**src/rtl/led_seq_pkg.sv**
```systemverilog
// Shared mode codes, FSM state encoding and mode-entry helper for the LED
// blink sequencer.
package led_seq_pkg;

    localparam logic [1:0] MODE_OFF   = 2'd0;
    localparam logic [1:0] MODE_ON    = 2'd1;
    localparam logic [1:0] MODE_BLINK = 2'd2;
    localparam logic [1:0] MODE_BURST = 2'd3;

    localparam int GAP_TICKS_DEF = 4;

    typedef enum logic [2:0] {
        ST_IDLE   = 3'd0,
        ST_STEADY = 3'd1,
        ST_BLINK  = 3'd2,
        ST_B_ON   = 3'd3,
        ST_B_OFF  = 3'd4,
        ST_GAP    = 3'd5
    } led_state_t;

    typedef struct packed {
        led_state_t state;
        logic       led;
    } fsm_entry_t;

    // Entry state and LED level for a mode; BURST with zero blinks parks dark.
    function automatic fsm_entry_t mode_entry(input logic [1:0] mode, input logic burst_nz);
        fsm_entry_t e;
        e.state = ST_IDLE;
        e.led   = 1'b0;
        case (mode)
            MODE_ON:    begin e.state = ST_STEADY; e.led = 1'b1; end
            MODE_BLINK: begin e.state = ST_BLINK;  e.led = 1'b1; end
            MODE_BURST: if (burst_nz) begin e.state = ST_B_ON; e.led = 1'b1; end
            default:    ;
        endcase
        return e;
    endfunction

endpackage

```
**src/rtl/tick_prescaler.sv**
```systemverilog
// Single-clock prescaler: one-cycle registered tick every max(div,1) clocks.
module tick_prescaler #(
    parameter int CNT_W = 27
) (
    input  logic             clk,
    input  logic             rst,
    input  logic [CNT_W-1:0] i_div,
    input  logic             i_restart,
    output logic             o_tick
);

    logic [CNT_W-1:0] r_cnt;
    logic             r_tick;
    logic [CNT_W-1:0] w_last;

    // 0 and 1 both give a terminal count of 0, i.e. a tick every cycle.
    assign w_last = (i_div == '0) ? '0 : i_div - CNT_W'(1);
    assign o_tick = r_tick;

    always_ff @(posedge clk or posedge rst) begin
        if (rst) begin
            r_cnt  <= '0;
            r_tick <= 1'b0;
        end else if (i_restart) begin
            r_cnt  <= '0;
            r_tick <= 1'b0;
        end else if (r_cnt >= w_last) begin
            r_cnt  <= '0;
            r_tick <= 1'b1;
        end else begin
            r_cnt  <= r_cnt + CNT_W'(1);
            r_tick <= 1'b0;
        end
    end

endmodule

```
**src/rtl/led_blink_sequencer.sv**
```systemverilog
// LED pattern controller: OFF/ON/BLINK/BURST driven by a prescaled tick, with a
// valid/ready config port whose settings take effect on the next tick.
module led_blink_sequencer
    import led_seq_pkg::*;
#(
    parameter int CNT_W       = 27,
    parameter int DEFAULT_DIV = 50000000,
    parameter int BURST_W     = 4,
    parameter int GAP_TICKS   = GAP_TICKS_DEF
) (
    input  logic               clk,
    input  logic               rst,
    input  logic               i_cfg_valid,
    output logic               o_cfg_ready,
    input  logic [1:0]         i_cfg_mode,
    input  logic [CNT_W-1:0]   i_cfg_div,
    input  logic [BURST_W-1:0] i_cfg_burst,
    output logic               o_led,
    output logic               o_tick,
    output logic               o_busy
);

    localparam int GAP_W = $clog2(GAP_TICKS + 1);

    logic [1:0]         r_mode;
    logic [CNT_W-1:0]   r_div;
    logic [BURST_W-1:0] r_burst;
    logic [1:0]         r_sh_mode;
    logic [CNT_W-1:0]   r_sh_div;
    logic [BURST_W-1:0] r_sh_burst;
    logic               r_busy;
    logic               r_cfg_ready;

    led_state_t         r_state;
    logic               r_led;
    logic [BURST_W-1:0] r_left;
    logic [GAP_W-1:0]   r_gap;

    logic               w_tick;
    logic               w_xfer;
    logic               w_apply;
    fsm_entry_t         w_apply_entry;
    fsm_entry_t         w_recover_entry;

    assign w_xfer          = i_cfg_valid && r_cfg_ready;
    assign w_apply         = r_busy && w_tick;
    assign w_apply_entry   = mode_entry(r_sh_mode, |r_sh_burst);
    assign w_recover_entry = mode_entry(r_mode, |r_burst);

    assign o_cfg_ready = r_cfg_ready;
    assign o_busy      = r_busy;
    assign o_led       = r_led;
    assign o_tick      = w_tick;

    tick_prescaler #(.CNT_W(CNT_W)) u_prescaler (
        .clk       (clk),
        .rst       (rst),
        .i_div     (r_div),
        .i_restart (w_apply),
        .o_tick    (w_tick)
    );

    // Apply needs busy already set, so a transfer can never coincide with it.
    always_ff @(posedge clk or posedge rst) begin
        if (rst) begin
            r_mode      <= MODE_OFF;
            r_div       <= CNT_W'(DEFAULT_DIV);
            r_burst     <= BURST_W'(1);
            r_sh_mode   <= MODE_OFF;
            r_sh_div    <= '0;
            r_sh_burst  <= '0;
            r_busy      <= 1'b0;
            r_cfg_ready <= 1'b1;
        end else if (w_apply) begin
            r_mode      <= r_sh_mode;
            r_div       <= r_sh_div;
            r_burst     <= r_sh_burst;
            r_busy      <= 1'b0;
            r_cfg_ready <= 1'b1;
        end else if (w_xfer) begin
            r_sh_mode   <= i_cfg_mode;
            r_sh_div    <= i_cfg_div;
            r_sh_burst  <= i_cfg_burst;
            r_busy      <= 1'b1;
            r_cfg_ready <= 1'b0;
        end
    end

    always_ff @(posedge clk or posedge rst) begin
        if (rst) begin
            r_state <= ST_IDLE;
            r_led   <= 1'b0;
            r_left  <= '0;
            r_gap   <= '0;
        end else if (w_apply) begin
            r_state <= w_apply_entry.state;
            r_led   <= w_apply_entry.led;
            r_left  <= r_sh_burst;
            r_gap   <= '0;
        end else if (w_tick) begin
            case (r_state)
                ST_IDLE:   r_led <= 1'b0;
                ST_STEADY: r_led <= 1'b1;
                ST_BLINK:  r_led <= ~r_led;
                ST_B_ON: begin
                    r_state <= ST_B_OFF;
                    r_led   <= 1'b0;
                end
                ST_B_OFF: begin
                    if (r_left > BURST_W'(1)) begin
                        r_state <= ST_B_ON;
                        r_left  <= r_left - BURST_W'(1);
                        r_led   <= 1'b1;
                    end else begin
                        r_state <= ST_GAP;
                        r_gap   <= GAP_W'(GAP_TICKS);
                        r_led   <= 1'b0;
                    end
                end
                ST_GAP: begin
                    if (r_gap <= GAP_W'(1)) begin
                        r_state <= ST_B_ON;
                        r_left  <= r_burst;
                        r_led   <= 1'b1;
                    end else begin
                        r_gap   <= r_gap - GAP_W'(1);
                        r_led   <= 1'b0;
                    end
                end
                // Unused encodings fall back to the current mode's entry state.
                default: begin
                    r_state <= w_recover_entry.state;
                    r_led   <= w_recover_entry.led;
                    r_left  <= r_burst;
                    r_gap   <= '0;
                end
            endcase
        end
    end

endmodule

```
**config.mk**
```make
export PLATFORM = sky130hd
export DESIGN_NAME = led_blink_sequencer
export DESIGN_NICKNAME = d
export VERILOG_FILES = /design/src/rtl/led_seq_pkg.sv /design/src/rtl/tick_prescaler.sv /design/src/rtl/led_blink_sequencer.sv
export SDC_FILE = /design/constraint.sdc
export NUM_CORES = 1
export LEC_CHECK = 0
export BUFFER_PORTS_ARGS = -buffer_cell sky130_fd_sc_hd__buf_4
export CAP_MARGIN = 0
export CELL_PAD_IN_SITES_DETAIL_PLACEMENT = 1
export CELL_PAD_IN_SITES_GLOBAL_PLACEMENT = 1
export CORE_MARGIN = 1
export CORE_UTILIZATION = 50
export CTS_BUF_LIST = sky130_fd_sc_hd__clkbuf_2 sky130_fd_sc_hd__clkbuf_4 sky130_fd_sc_hd__clkbuf_8
export CTS_CLUSTER_DIAMETER = 50
export DETAILED_ROUTE_END_ITERATION = 8
export GPL_TIMING_DRIVEN = 0
export PLACE_DENSITY = 0.85
export SLEW_MARGIN = 5
export SYNTH_ARGS = -nofsm -noshare
export SYNTH_HDL_FRONTEND = slang
export SYNTH_SLANG_ARGS = --single-unit
```
**constraint.sdc**
```tcl
create_clock -name clk -period 4.9 [get_ports clk]
set_input_delay 0.98 -clock clk [delete_from_list [all_inputs] [get_ports clk]]
set_output_delay 0.98 -clock clk [all_outputs]
set_load 0.03 [all_outputs]
```
======== Yosys cells after proc, flatten, opt, wreduce, memory -nomap -nowiden ========
Index checks and enable logic that the tools add are counted.
operators by class
  bitwise operators ....................... 2
  reductions and logical operators ........ 15
  $lt $le $gt $ge ......................... 3
  eq/ne operators ......................... 17
  mux-type cells .......................... 33
  $add $sub $neg .......................... 4
operators with widths
  kind                   number
  $mux 27                3
  $mux 3                 10
  $add 27x1->27 const B  1
  $ge 27x27->1           1
  $logic_not 27->1       1
  $pmux 3 s3             3
  $sub 27x1->27 const B  1
  $mux 4                 4
  $ne 3x2->1 const B     4
  $pmux 3 s4             1
  $pmux 4 s3             1
  $reduce_or 4->1        3
  $mux 1                 10
  $eq 2x2->1 const B     4
  $reduce_and 4->1       2
  $eq 3x2->1 const B     2
  $eq 3x3->1 const B     2
  $pmux 1 s5             1
  $eq 2x1->1 const B     2
  $gt 4x1->1 const B     1
  $ne 2x1->1 const B     2
  $reduce_bool 2->1      2
  $sub 4x1->4 const B    1
  $eq 3x1->1 const B     1
  other kinds (9)        11
word-level totals
  output and inout bits ................... 4
  flip-flop bits (word level) ............. 107
  word-level logic and storage cells ...... 88
  input bits .............................. 36

======== Depth between registers and ports, before layout ========
Gate-level depths: netlist (run 1).
  depth in word-level cells ............... 6
  mapped depth ............................ 16
  depth with buffers taken out ............ 13

======== By module ========
From an unflattened synthesis (run 1), not the netlist that was laid out.
second synthesis, totals
  cells, all modules ...................... 623
  area, all modules ....................... 5933.2 um2
by module, submodules not included
  module               cells each  area an instance (um2)  sequential area each (um2)  times used
  led_blink_sequencer  320         3432.0                  1994.4                      1
  tick_prescaler       303         2501.1                  700.7                       1

======== Worst setup path after synthesis (run 1) ========
No wires, ideal clock.
  path type ............................... register to register
  start ................................... reg r_div[3]
  end ..................................... reg u_prescaler.r_cnt[19]
  period minus slack after synthesis ...... 3475 ps
  slack ................................... 1425 ps
  stages on the path, launching flop included .. 15
  library setup time ...................... 96 ps
  arrival ................................. 3380 ps
  data required time ...................... 4804 ps
  buffers on the path ..................... 3
  cells stage by stage .................... dfrtp_1 or3_4 or4_4 buf_6 nor3_2 xor2_1 nand2_1 ha_1 a21o_1 a31oi_1 a21boi_1 or4_4 buf_6 buf_8 nor4_2
between the ends
  longest elaborated chain between the ends .. 5
  elaborated cells on any way between the ends .. 6
  those cells by class .................... add/sub (1); order compare (1); mux (3); reduce/logical (1)
ends and longest elaborated chain
  item                                                      RTL line                   text
  from (decl)                                               led_blink_sequencer.sv:26  logic [CNT_W-1:0] r_div;
  from (signal assigned)                                    led_blink_sequencer.sv:67  r_div <= CNT_W'(DEFAULT_DIV);
  from (signal assigned)                                    led_blink_sequencer.sv:76  r_div <= r_sh_div;
  $sub 27x1->27 / $logic_not 27->1 (equally long branches)  tick_prescaler.sv:17       assign w_last = (i_div == '0) ? '0 : i_div - CNT_W'(1);
  $mux 27 (*)                                               tick_prescaler.sv:17
  $ge 27x27->1 (*)                                          tick_prescaler.sv:27       end else if (r_cnt >= w_last) begin
  $mux 27 (*)                                               tick_prescaler.sv:27
  $mux 27 (*)                                               tick_prescaler.sv:24       end else if (i_restart) begin
  to (signal assigned)                                      tick_prescaler.sv:31       r_cnt <= r_cnt + CNT_W'(1);
  to (decl)                                                 tick_prescaler.sv:12       logic [CNT_W-1:0] r_cnt;
Mark *: on every way between the ends. The rest lies on a longest branch, timed or not.
A chain may end at the register's enable or synchronous reset.

======== Worst setup path in the final report (run 1) ========
  start ................................... reg r_div[0]
  end ..................................... reg u_prescaler.r_cnt[15]
The elaborated chain is that of the path after synthesis.

==> metrics, run 1 <==
Site Rows=40; Total Routed Length=between 15,000 and 20,000 um; layout cell share with drive strength beyond 1=23.2%; GRT Util Overall=around 27%; Psw=688 uW; leading cell type by number of instances after synthesis=nand2_1; Startpoint Class=flip-flop; Starting Density=51.4%; Detailed Place HPWL=around 12,000 um; Placed Cells=between 800 and 900; post-synthesis xor/xnor area fraction=under 10%; Crit path required time=just over 5 ns; number of synthesis warnings=0; Synth Area in Compound Gates=under 10%; clk slew on worst S/H paths=about 0.11 ns; initial antenna violation count=0; CP Max Fanout=10; Least-Margin Pin Slew=0.783 ns; Setup TNS=0 ns; Seq pwr share=between 50% and 60%; crit-path leading delay family=simple AND/OR/NAND/NOR gates; # clock sinks=roughly 110; # port buffers=39; DRT antenna net count=0; status=completed; Worst Path Buf+Inv=4; crit-path max cell delay=between 0.5 and 0.6 ns; Distinct cells, synth=slightly above 60; Bufs on Longest Clock Path=2; die area=about 0.013 mm2; number of synthesized register bits=107; syn avg cell area=slightly below 10 um2; Pwr per Cell Area=between 300 and 400 mW/mm2; final hold viol count=0; Final min period=roughly 4.0 ns; WP depth=16; internal power=1410 uW; Hold Buf Count CTS=0; post-synthesis mux area share=approximately 7.0%; CP cell instances=inv_1 -> ha_1 -> nor2b_1 -> nand4b_4 -> nor3_4 -> nand3_2 -> buf_6 -> nand2_1 -> ha_1 -> a21o_1 -> a31oi_1 -> a21boi_1 -> or4_4 -> buf_6 -> buf_12 -> nor4_2; clk_lat worst skew=about 0.4 ns; top cells by count, synth=nand2_1, dfrtp_1, mux2_2, ha_1, nor2_1; DRC errors left=0; via count=4,808; CTS Buf Count=9; Synth top area share=a little under two fifths; CTS tree=built; sequential-to-total area share from yosys stat=about 43%; synthesized area=between 0.006 and 0.007 mm2; die width=roughly 110 um; first-pass GRT wire length=about 27,000 um; max frequency=between 200 and 250 MHz; 1st-iter DRT viols=~180; max_slew headroom=between 40% and 50%; syn_nets=695; fin. max-slew vios=0; Hold Crit Class=reg -> reg; n_diodes=0; Ports=40; simple-gate share of the synthesized area=between 20% and 30%; GP Congestion=between 0.8 and 0.9; Sw Ratio=about 33%; Non-Filler Instances=between 800 and 900; endpoints failing setup=0; vias per cell=about 5.7; dominant cells by area after synthesis=dfrtp_1, nand2_1, mux2_2; CORE AREA=roughly 0.012 mm2; vias in the first global route=around 5,300; Leakage=approximately 0.0032 uW; Crit Path Category=reg -> reg; unrepaired setup endpoints after global routing=false; Die Height=113 um; Post-CTS Setup Inserts=0; Slowest cell on crit path=or4_4; routed len/inst=18.4 um; VDD IR max=~0.31 mV; Post-synth EDFFs=0; most used flip-flop cell after synthesis=dfrtp_1; Root Driver=clkbuf_8; Gate power share=23.3%; hold path depth=2; Overflow after GRT=0; 1st-pass router iterations=4; Max Cap Viol=0; Crit. End Element=flip-flop; fin crit share=slightly above 80%; dpl cell area=around 0.0067 mm2; Design Power=2100 uW; async set or reset register ratio after synthesis=100%; Area Growth Syn to Fin=11.5%; largest family of logic cells by synthesized area=simple AND/OR/NAND/NOR gates; H-tree depth=3; Gates resized, CTS repair=0; largest net degree at the start of global routing=55; adder-cell area share of the yosys netlist=under 10%; Final Skew=between 0.015 and 0.02 ns; synthesized instance count=between 600 and 700; leading area contributor after synthesis=dfrtp_1; clock power share=between 20% and 30%; Nets=746; Worst EP arrival=approximately 4.3 ns; reg2reg path depth=16; design area=just under 0.007 mm2
## final timing paths
| path | start | endpoint | slack, ns |
|---|---|---|---|
| min in group asynchronous | rst | r_burst[2] | 0.66 |
| max in group asynchronous | rst | o_cfg_ready | 3.50 |
| worst max register to register | r_div[0] | u_prescaler.r_cnt[15] | 0.87 |
| worst max-delay path | r_div[0] | u_prescaler.r_cnt[15] | 0.87 |
| worst min register to register | r_sh_div[26] | r_div[26] | 0.49 |
| worst min-delay path | r_sh_div[26] | r_div[26] | 0.49 |
## cell families (layout without fill, tap and decap cells)
kind of cell	count (synthesis)	in the layout
xor+xnor	48	48
buf+inv	43	98
simple gates	295	295
mux	39	39
compound gates	63	63
fa+ha+maj	32	32
flops	107	107
## layout by cell type, fill, tap and decap left out, types with 2 or more instances in the layout
cell type / n
or4_4: 2
nand3_1: 18
dfrtp_1: 93
nor4_4: 4
o21ai_0: 15
and3_1: 3
a21oi_1: 17
buf_6: 4
a21o_1: 3
buf_4: 39
and4_1: 6
nor4b_2: 2
clkbuf_1: 16
ha_1: 32
inv_6: 2
clkbuf_8: 10
nor3_4: 2
dfstp_2: 14
buf_2: 8
nand4_1: 11
o21a_1: 3
a31oi_1: 6
nor4_2: 16
a211oi_1: 2
nor3_2: 4
or3_1: 3
mux2i_1: 3
xor2_1: 25
inv_1: 12
nand2b_1: 6
nand2_1: 150
xnor2_1: 23
nor3_1: 13
nor4_1: 14
mux2_2: 36
nor2_1: 31
## final cells by class
cell class,instances,area [um2]
buffer,30,180
fill,1357,5140
sequential,107,2700
timing repair buffer,40,320
clock inverter,5,45.0
inverter,13,51.3
multi-input combinational,477,3280
clock buffer,10,138
tap,168,210
## tightest hold or removal path, delay by kind of cell, from the launching register on
kind / cells / cell delay, ns
flops: 1 / 0.37
simple gates: 2 / 0.11
## state kept, by name (all words and copies together) (netlist names), 3 cells and up
signal and flops:
u_prescaler.r_cnt 27, r_state 3, r_sh_burst 4, r_burst 4
r_gap 3, r_div 27, r_sh_div 27, r_left 4
## power groups by stage
stage	Sequential, uW	Clock [uW]	Combinational [uW]
6_report	1080	527	488
5_1_grt	1100	566	549
4_1_cts	1080	541	494
3_5_place_dp	1100	0	490
3_3_place_gp	1080	0	445
2_1_floorplan	1070	0	356
## metrics by stage
step	setup WS, ns	util [%]	hold slack [ns]
finish	0.874	57.4	0.486
global route	0.601	57.4	0.511
CTS	0.839	57.4	0.488
detailed placement	0.926	55.9	0.459
global placement	-0.0239	55.6	0.450
floorplan	1.13	-	0.435
## layer usage
layer / wire [um] / GRT usage (%) / up-vias
met2: 8080 / 47.9 / 75
met5: 0 / 0 / -
met3: 406 / 4.73 / 29
li1: - / - / 2281
met1: 6780 / 32.3 / 2423
met4: 364 / 11.1 / 0
Note: power is estimated with default switching activity, not from simulation.
==> inputs of run 2 (changes only) <==
Settings changed: CORE_UTILIZATION 50 to 45, PLACE_DENSITY 0.85 to 0.81.
Clock period 4.9 ns to 3.27 ns, I/O delays scaled along.
==> metrics, run 2 (same netlist as run 1, synthesis figures left out) <==
Sw Ratio=34.0% (was 32.8%); status=finished, violations left (was completed); CTS Buf Count=9 (unchanged); vias in the first global route=5,239 (was 5,293); layout cell share with drive strength beyond 1=30.9% (was 23.2%); clk_lat worst skew=0.39 ns (was 0.40 ns); VDD IR max=0.275 mV (was 0.315 mV); n_diodes=0 (unchanged); fin. max-slew vios=0 (unchanged); routed len/inst=20.0 um (was 18.4 um); Die Height=119 um (was 113 um); H-tree depth=3 (unchanged); Seq pwr share=48.7% (was 51.6%); 1st-iter DRT viols=260 (was 177); commonest cells after routing, fill and taps aside=nand2_1, dfrtp_1, buf_4 (unchanged); commonest non-fill, non-tap cell in the layout=nand2_1 (unchanged); Crit path required time=3.57 ns (was 5.18 ns); Non-Filler Instances=892 (was 850); internal power=2200 uW (was 1410 uW); Leakage=0.00339 uW (was 0.00320 uW); Pwr per Cell Area=438 mW/mm2 (was 303 mW/mm2); Hold Buf Count CTS=0 (unchanged); Startpoint Class=flip-flop (unchanged); unrepaired setup endpoints after global routing=true (was false); Root Driver=clkbuf_8 (unchanged); Max Cap Viol=0 (unchanged); Worst EP arrival=4.03 ns (was 4.30 ns); met2 WL=9130 um (was 8080 um); via count=5,118 (was 4,808); met1 WL=7670 um (was 6780 um); Routed met3 length=489 um (was 406 um); final hold viol count=0 (unchanged); failing checks=negative setup slack; Bufs on Longest Clock Path=2 (unchanged); Overflow after GRT=0 (unchanged); endpoints failing setup=28 (was 0); Psw=1130 uW (was 688 uW); # port buffers=39 (unchanged); Crit. End Element=flip-flop (unchanged); # clock sinks=107 (unchanged); Gate power share=27.4% (was 23.3%); max_slew headroom=22.2% (was 47.8%); Starting Density=46.5% (was 51.4%); largest net degree at the start of global routing=43 (was 55); Setup TNS=-11.55 ns (was 0 ns); Worst Path Buf+Inv=5 (was 4); Detailed Place HPWL=11,700 um (was 12,100 um); GRT Util Overall=24.4% (was 26.9%); Crit path top cell by count=buf_4; fin crit share=114% (was 82.2%); DRT antenna net count=0 (unchanged); GP Congestion=0.838 (was 0.837); biggest regs=r_div x27, r_sh_div x27, u_prescaler.r_cnt x27 (unchanged); CP cell instances=or3_4 -> buf_4 -> nand4b_4 -> nor3_4 -> buf_4 -> buf_6 -> nand2_1 -> a2bb2oi_2 -> ha_1 -> a21oi_1 -> o21ai_0 -> or4_4 -> buf_8 -> buf_12 -> nor4_4 (was inv_1 -> ha_1 -> nor2b_1 -> nand4b_4 -> nor3_4 -> nand3_2 -> buf_6 -> nand2_1 -> ha_1 -> a21o_1 -> a31oi_1 -> a21boi_1 -> or4_4 -> buf_6 -> buf_12 -> nor4_2); clk slew on worst S/H paths=0.11 ns (about the same); Worst Setup Slack, final=-0.468 ns (was 0.874 ns); max frequency=267 MHz (was 248 MHz); Nets=779 (was 746); initial antenna violation count=0 (unchanged); Site Rows=42 (was 40); Area Growth Syn to Fin=22.7% (was 11.5%); Crit Path Category=reg -> reg (unchanged); CTS tree=built (unchanged); Total Routed Length=17,800 um (was 15,600 um); DRC errors left=0 (unchanged); die width=119 um (was 113 um); 1st-pass router iterations=4 (unchanged); die area=0.0143 mm2 (was 0.0129 mm2); Final Skew=0.0131 ns (was 0.0172 ns); CP Max Fanout=6 (was 10); vias per cell=5.74 (was 5.66); crit-path leading delay family=simple AND/OR/NAND/NOR gates (unchanged); Ports=40 (unchanged); Slowest cell on crit path=or4_4 (unchanged); Least-Margin Pin Slew=1.17 ns (was 0.783 ns); Hold Crit Class=in -> async (was reg -> reg); first-pass GRT wire length=27,300 um (was 27,000 um); highest metal used=met4 (unchanged); CORE AREA=0.0133 mm2 (was 0.0121 mm2); dpl cell area=0.00680 mm2 (was 0.00674 mm2); Placed Cells=844 (was 835); clock power share=23.9% (was 25.1%); design area=0.00762 mm2 (was 0.00692 mm2); Final min period=3.74 ns (was 4.03 ns); crit-path max cell delay=0.53 ns (about the same)
[run 2: worst paths after layout]
| path | from | endpoint | slack, ns | cells after the start |
|---|---|---|---|---|
| hold / removal | rst | r_state[2] | 0.37 | 2 |
| setup / recovery | r_div[2] | u_prescaler.r_cnt[21] | -0.47 | 15 |
| setup reg to reg | r_div[2] | u_prescaler.r_cnt[21] | -0.47 | 15 |
| max in group asynchronous | rst | r_div[23] | 1.94 | 4 |
| hold reg to reg | r_sh_div[16] | r_div[16] | 0.48 | 2 |
| min in group clk | i_cfg_valid | o_cfg_ready | 0.43 | 2 |
[run 2: metrics by stage]
step	total power (uW)	util [%]	worst slack [ns]	hold slack (ns)
after floorplan	2150	-	-0.172	0.435
after global placement	2310	50.6	-0.466	0.444
after detailed placement	2390	50.9	-0.661	0.464
after CTS	3240	54.2	-0.446	0.371
after global routing	3510	57.1	-0.576	0.404
final	3340	57.1	-0.468	0.367
[run 2: metal layers]
layer / track usage, % / vias to the layer above
met5: 0 / -
met4: 8.52 / 0
met3: 3.07 / 34
met2: 41.8 / 111
met1: 31.7 / 2623
li1: - / 2350
[run 2: what timing repair did]
action | 4_1_cts | 5_1_grt
cloned | 1 | 1
pin swaps | 8 | 14
setup endpoints to repair | 28 | 28
resized for setup | 27 | 35
buffers inserted | 10 | 20
endpoints found under the hold margin | 0 | 0
[run 2: power by group through the flow]
stage                     clock, uW  sequential, uW  combinational, uW
final                           796            1630                915
after CTS                       810            1620                817
after global placement            0            1630                686
after floorplan                   0            1600                549
after global routing            860            1640               1000
after detailed placement          0            1640                746
[run 2: layout make-up]
type | count | area, um2
fillers | 1469 | 5730
multi-input cells | 477 | 3640
flip-flops and latches | 107 | 2700
repair buffers | 73 | 594
plain buffers | 30 | 229
well taps | 176 | 220
clock buffers | 10 | 131
inverters | 13 | 52.6
clock inverters | 6 | 48.8
==> inputs of run 3 (changes only) <==
Settings changed: CAP_MARGIN 0 to 10, CORE_UTILIZATION 45 to 44, PLACE_DENSITY 0.81 to 0.8, SYNTH_HIERARCHICAL from default to 1.
==> metrics, run 3 <==
1st-iter DRT viols=290 (was 260); Hold Buf Count CTS=0 (unchanged); leading area contributor after synthesis=dfrtp_1 (unchanged); Crit path required time=3.56 ns (was 3.57 ns); final hold viol count=0 (unchanged); Slowest cell on crit path=or4_4 (unchanged); CTS Buf Count=9 (unchanged); Placed Cells=839 (was 844); die width=118 um (was 119 um); Total Routed Length=16,400 um (was 17,800 um); commonest cells after routing, fill and taps aside=nand2_1, dfrtp_1, buf_4 (unchanged); Non-Filler Instances=880 (was 892); Crit. End Element=flip-flop (unchanged); DRT antenna net count=0 (unchanged); Ports=40 (unchanged); Leakage=0.00347 uW (was 0.00339 uW); H-tree depth=3 (unchanged); most used flip-flop cell after synthesis=dfrtp_1 (unchanged); largest net degree at the start of global routing=70 (was 43); R2R setup slack=-0.39 ns (was -0.47 ns); status=finished, violations left (unchanged); Starting Density=45.0% (was 46.5%); reg2reg path depth=12 (was 15); Detailed Place HPWL=11,400 um (was 11,700 um); Final Skew=0.00859 ns (was 0.0131 ns); endpoints failing setup=28 (unchanged); Pwr per Cell Area=443 mW/mm2 (was 438 mW/mm2); Psw=1060 uW (was 1130 uW); syn avg cell area=9.52 um2 (was 9.90 um2); Startpoint Class=flip-flop (unchanged); via count=4,878 (was 5,118); Site Rows=42 (unchanged); layout cell share with drive strength beyond 1=28.4% (was 30.9%); Sw Ratio=32.7% (was 34.0%); Nets=768 (was 779); # port buffers=39 (unchanged); Overflow after GRT=0 (unchanged); Least-Margin Pin Slew=1.00 ns (was 1.17 ns); clk_lat worst skew=0.39 ns (about the same); fin. max-slew vios=0 (unchanged); CP cell instances=or4_4 -> or4_4 -> nor4_4 -> xor2_1 -> nand2_1 -> ha_1 -> nand4_1 -> nor4_4 -> o311a_1 -> buf_8 -> clkbuf_16 -> nor3_1 (was or3_4 -> buf_4 -> nand4b_4 -> nor3_4 -> buf_4 -> buf_6 -> nand2_1 -> a2bb2oi_2 -> ha_1 -> a21oi_1 -> o21ai_0 -> or4_4 -> buf_8 -> buf_12 -> nor4_4); CP Max Fanout=10 (was 6); vias per cell=5.54 (was 5.74); failing checks=negative setup slack (unchanged); Hold Crit Class=in -> async (unchanged); number of synthesized register bits=107 (unchanged); clk slew on worst S/H paths=0.11 ns (about the same); n_diodes=0 (unchanged); internal power=2190 uW (was 2200 uW); top cells by count, synth=nand2_1, dfrtp_1, nor3_1, mux2_2 (was nand2_1, dfrtp_1, mux2_2, ha_1, nor2_1); Worst EP arrival=3.95 ns (was 4.03 ns); Post-synth EDFFs=0 (unchanged); CTS tree=built (unchanged); Distinct cells, synth=56 (was 62); 1st-pass router iterations=4 (unchanged); routed len/inst=18.6 um (was 20.0 um); Crit Path Category=reg -> reg (unchanged); commonest non-fill, non-tap cell in the layout=nand2_1 (unchanged); Design Power=3260 uW (was 3340 uW); async set or reset register ratio after synthesis=100% (unchanged); Die Height=118 um (was 119 um); unrepaired setup endpoints after global routing=true (unchanged); syn_nets=692 (was 695); Gate power share=24.5% (was 27.4%); die area=0.0140 mm2 (was 0.0143 mm2); max_slew headroom=32.6% (was 22.2%); max frequency=273 MHz (was 267 MHz); Max Cap Viol=0 (unchanged); biggest regs=r_div x27, r_sh_div x27, u_prescaler/r_cnt x27 (was r_div x27, r_sh_div x27, u_prescaler.r_cnt x27); reg2reg end=u_prescaler/r_cnt[16] (was u_prescaler.r_cnt[21]); vias in the first global route=5,330 (was 5,239); sequential-to-total area share from yosys stat=45.4% (was 43.4%); GRT Util Overall=24.4% (about the same); Worst Setup Slack, final=-0.391 ns (was -0.468 ns); first-pass GRT wire length=26,700 um (was 27,300 um); Final min period=3.66 ns (was 3.74 ns); reg2reg start=r_div[8] (was r_div[2]); DRC errors left=0 (unchanged); number of synthesis warnings=6 (was 0); Bufs on Longest Clock Path=2 (unchanged); clock power share=26.0% (was 23.9%); synthesized area=0.00593 mm2 (was 0.00620 mm2); Area Growth Syn to Fin=23.8% (was 22.7%); crit-path leading delay family=simple AND/OR/NAND/NOR gates (unchanged); VDD IR max=0.299 mV (was 0.275 mV); Worst Path Buf+Inv=2 (was 5); GP Congestion=0.834 (was 0.838); Seq pwr share=49.5% (was 48.7%); leading cell type by number of instances after synthesis=nand2_1 (unchanged); Root Driver=clkbuf_8 (unchanged); synthesized instance count=623 (was 627); fin crit share=112% (was 114%); initial antenna violation count=0 (unchanged); # clock sinks=107 (unchanged); Synth top area share=39.2% (was 37.5%); dominant cells by area after synthesis=dfrtp_1, nand2_1, ha_1 (was dfrtp_1, nand2_1, mux2_2); final-layout fill cell count=1,477 (was 1,469); CORE AREA=0.0132 mm2 (was 0.0133 mm2); crit-path max cell delay=0.55 ns (was 0.53 ns)
run 3: changes by cell type after synthesis, moves of 4 or more:
cell	previous run	this run
nor3_2	4	0
and3_1	3	7
nor4_1	14	10
nor3_1	13	37
xnor2_1	23	15
xor2_1	25	33
or4_1	1	5
nor4_2	16	0
nand3_1	18	22
nor2_1	31	20
nor4_4	4	0
run 3: repair_timing:
item / 4_1_cts / 5_1_grt
cloned: 1 / 1
pin swaps: 9 / 10
gates resized for setup: 38 / 27
setup buffers: 18 / 4
hold endpoints to repair: 0 / 0
endpoints found under the setup margin: 28 / 28
run 3: layer usage:
metal  GRT usage [%]  up-vias  wire (um)
met5               0        -          0
met4            10.0        0        482
met3            3.97       31        340
met2            44.1       69       8780
met1            28.6     2464       6810
li1                -     2314          -
run 3: through the flow:
step	hold slack, ns	utilization (%)	TNS, ns	setup slack [ns]	instance area [um2]
CTS	0.155	54.1	-6.75	-0.254	7140
floorplan	0.435	-	-1.89	-0.0950	6020
finish	0.169	55.7	-10.35	-0.391	7340
detailed placement	0.458	49.7	-25.50	-1.03	6560
global route	0.162	55.7	-14.66	-0.548	7340
global placement	0.445	49.5	-34.41	-0.749	6530
run 3: worst max-delay path by stage:
stage / startpoint / endpoint / slack [ns] / cells after the start
4_1_cts: r_div[8] / u_prescaler/r_cnt[13] / -0.25 / 13
3_5_place_dp: r_div[8] / u_prescaler/r_cnt[24] / -1.03 / 12
5_1_grt: r_div[14] / u_prescaler/r_cnt[8] / -0.55 / 12
3_3_place_gp: r_div[7] / u_prescaler/r_cnt[20] / -0.75 / 12
2_1_floorplan: r_div[7] / u_prescaler/r_cnt[10] / -0.1 / 13
6_report: r_div[8] / u_prescaler/r_cnt[16] / -0.39 / 12
run 3: cell type report:
cell class | count | area (um2) | area share (%)
multi-input cells | 473 | 3360 | 45.8
flip-flops and latches | 107 | 2700 | 36.7
repair buffers | 66 | 574 | 7.82
plain buffers | 25 | 220 | 3.00
well taps | 176 | 220 | 3.00
clock buffers | 11 | 151 | 2.06
inverters | 17 | 66.3 | 0.903
clock inverters | 5 | 51.3 | 0.698
run 3: worst register-to-register path, cell delays in order, from the launching register on:
cell	delay [ns]
dfrtp_1	0.40
or4_4	0.54
or4_4	0.55
nor4_4	0.20
xor2_1	0.19
nand2_1	0.09
ha_1	0.28
nand4_1	0.22
nor4_4	0.40
o311a_1	0.30
buf_8	0.16
clkbuf_16	0.17
nor3_1	0.05
run 3: cell families (layout without fill, tap and decap cells):
family                     after synthesis  count (layout)  synth area share (%)
adders and majority gates               33              33                  6.96
and+or+nand+nor                        289             289                  22.8
buffers and inverters                   43             124                  3.21
DFF                                    107             107                  45.4
muxes                                   41              41                  7.70
xor gates and xnor gates                48              48                  7.09
AOI/OAI and AO/OA                       62              62                  6.81
run 3: power groups by stage:
stage | Sequential, uW | Combinational [uW] | Clock [uW]
after global placement | 1620 | 627 | 0
after floorplan | 1590 | 500 | 0
after detailed placement | 1630 | 690 | 0
final | 1610 | 797 | 848
after global routing | 1630 | 887 | 910
after CTS | 1600 | 764 | 878
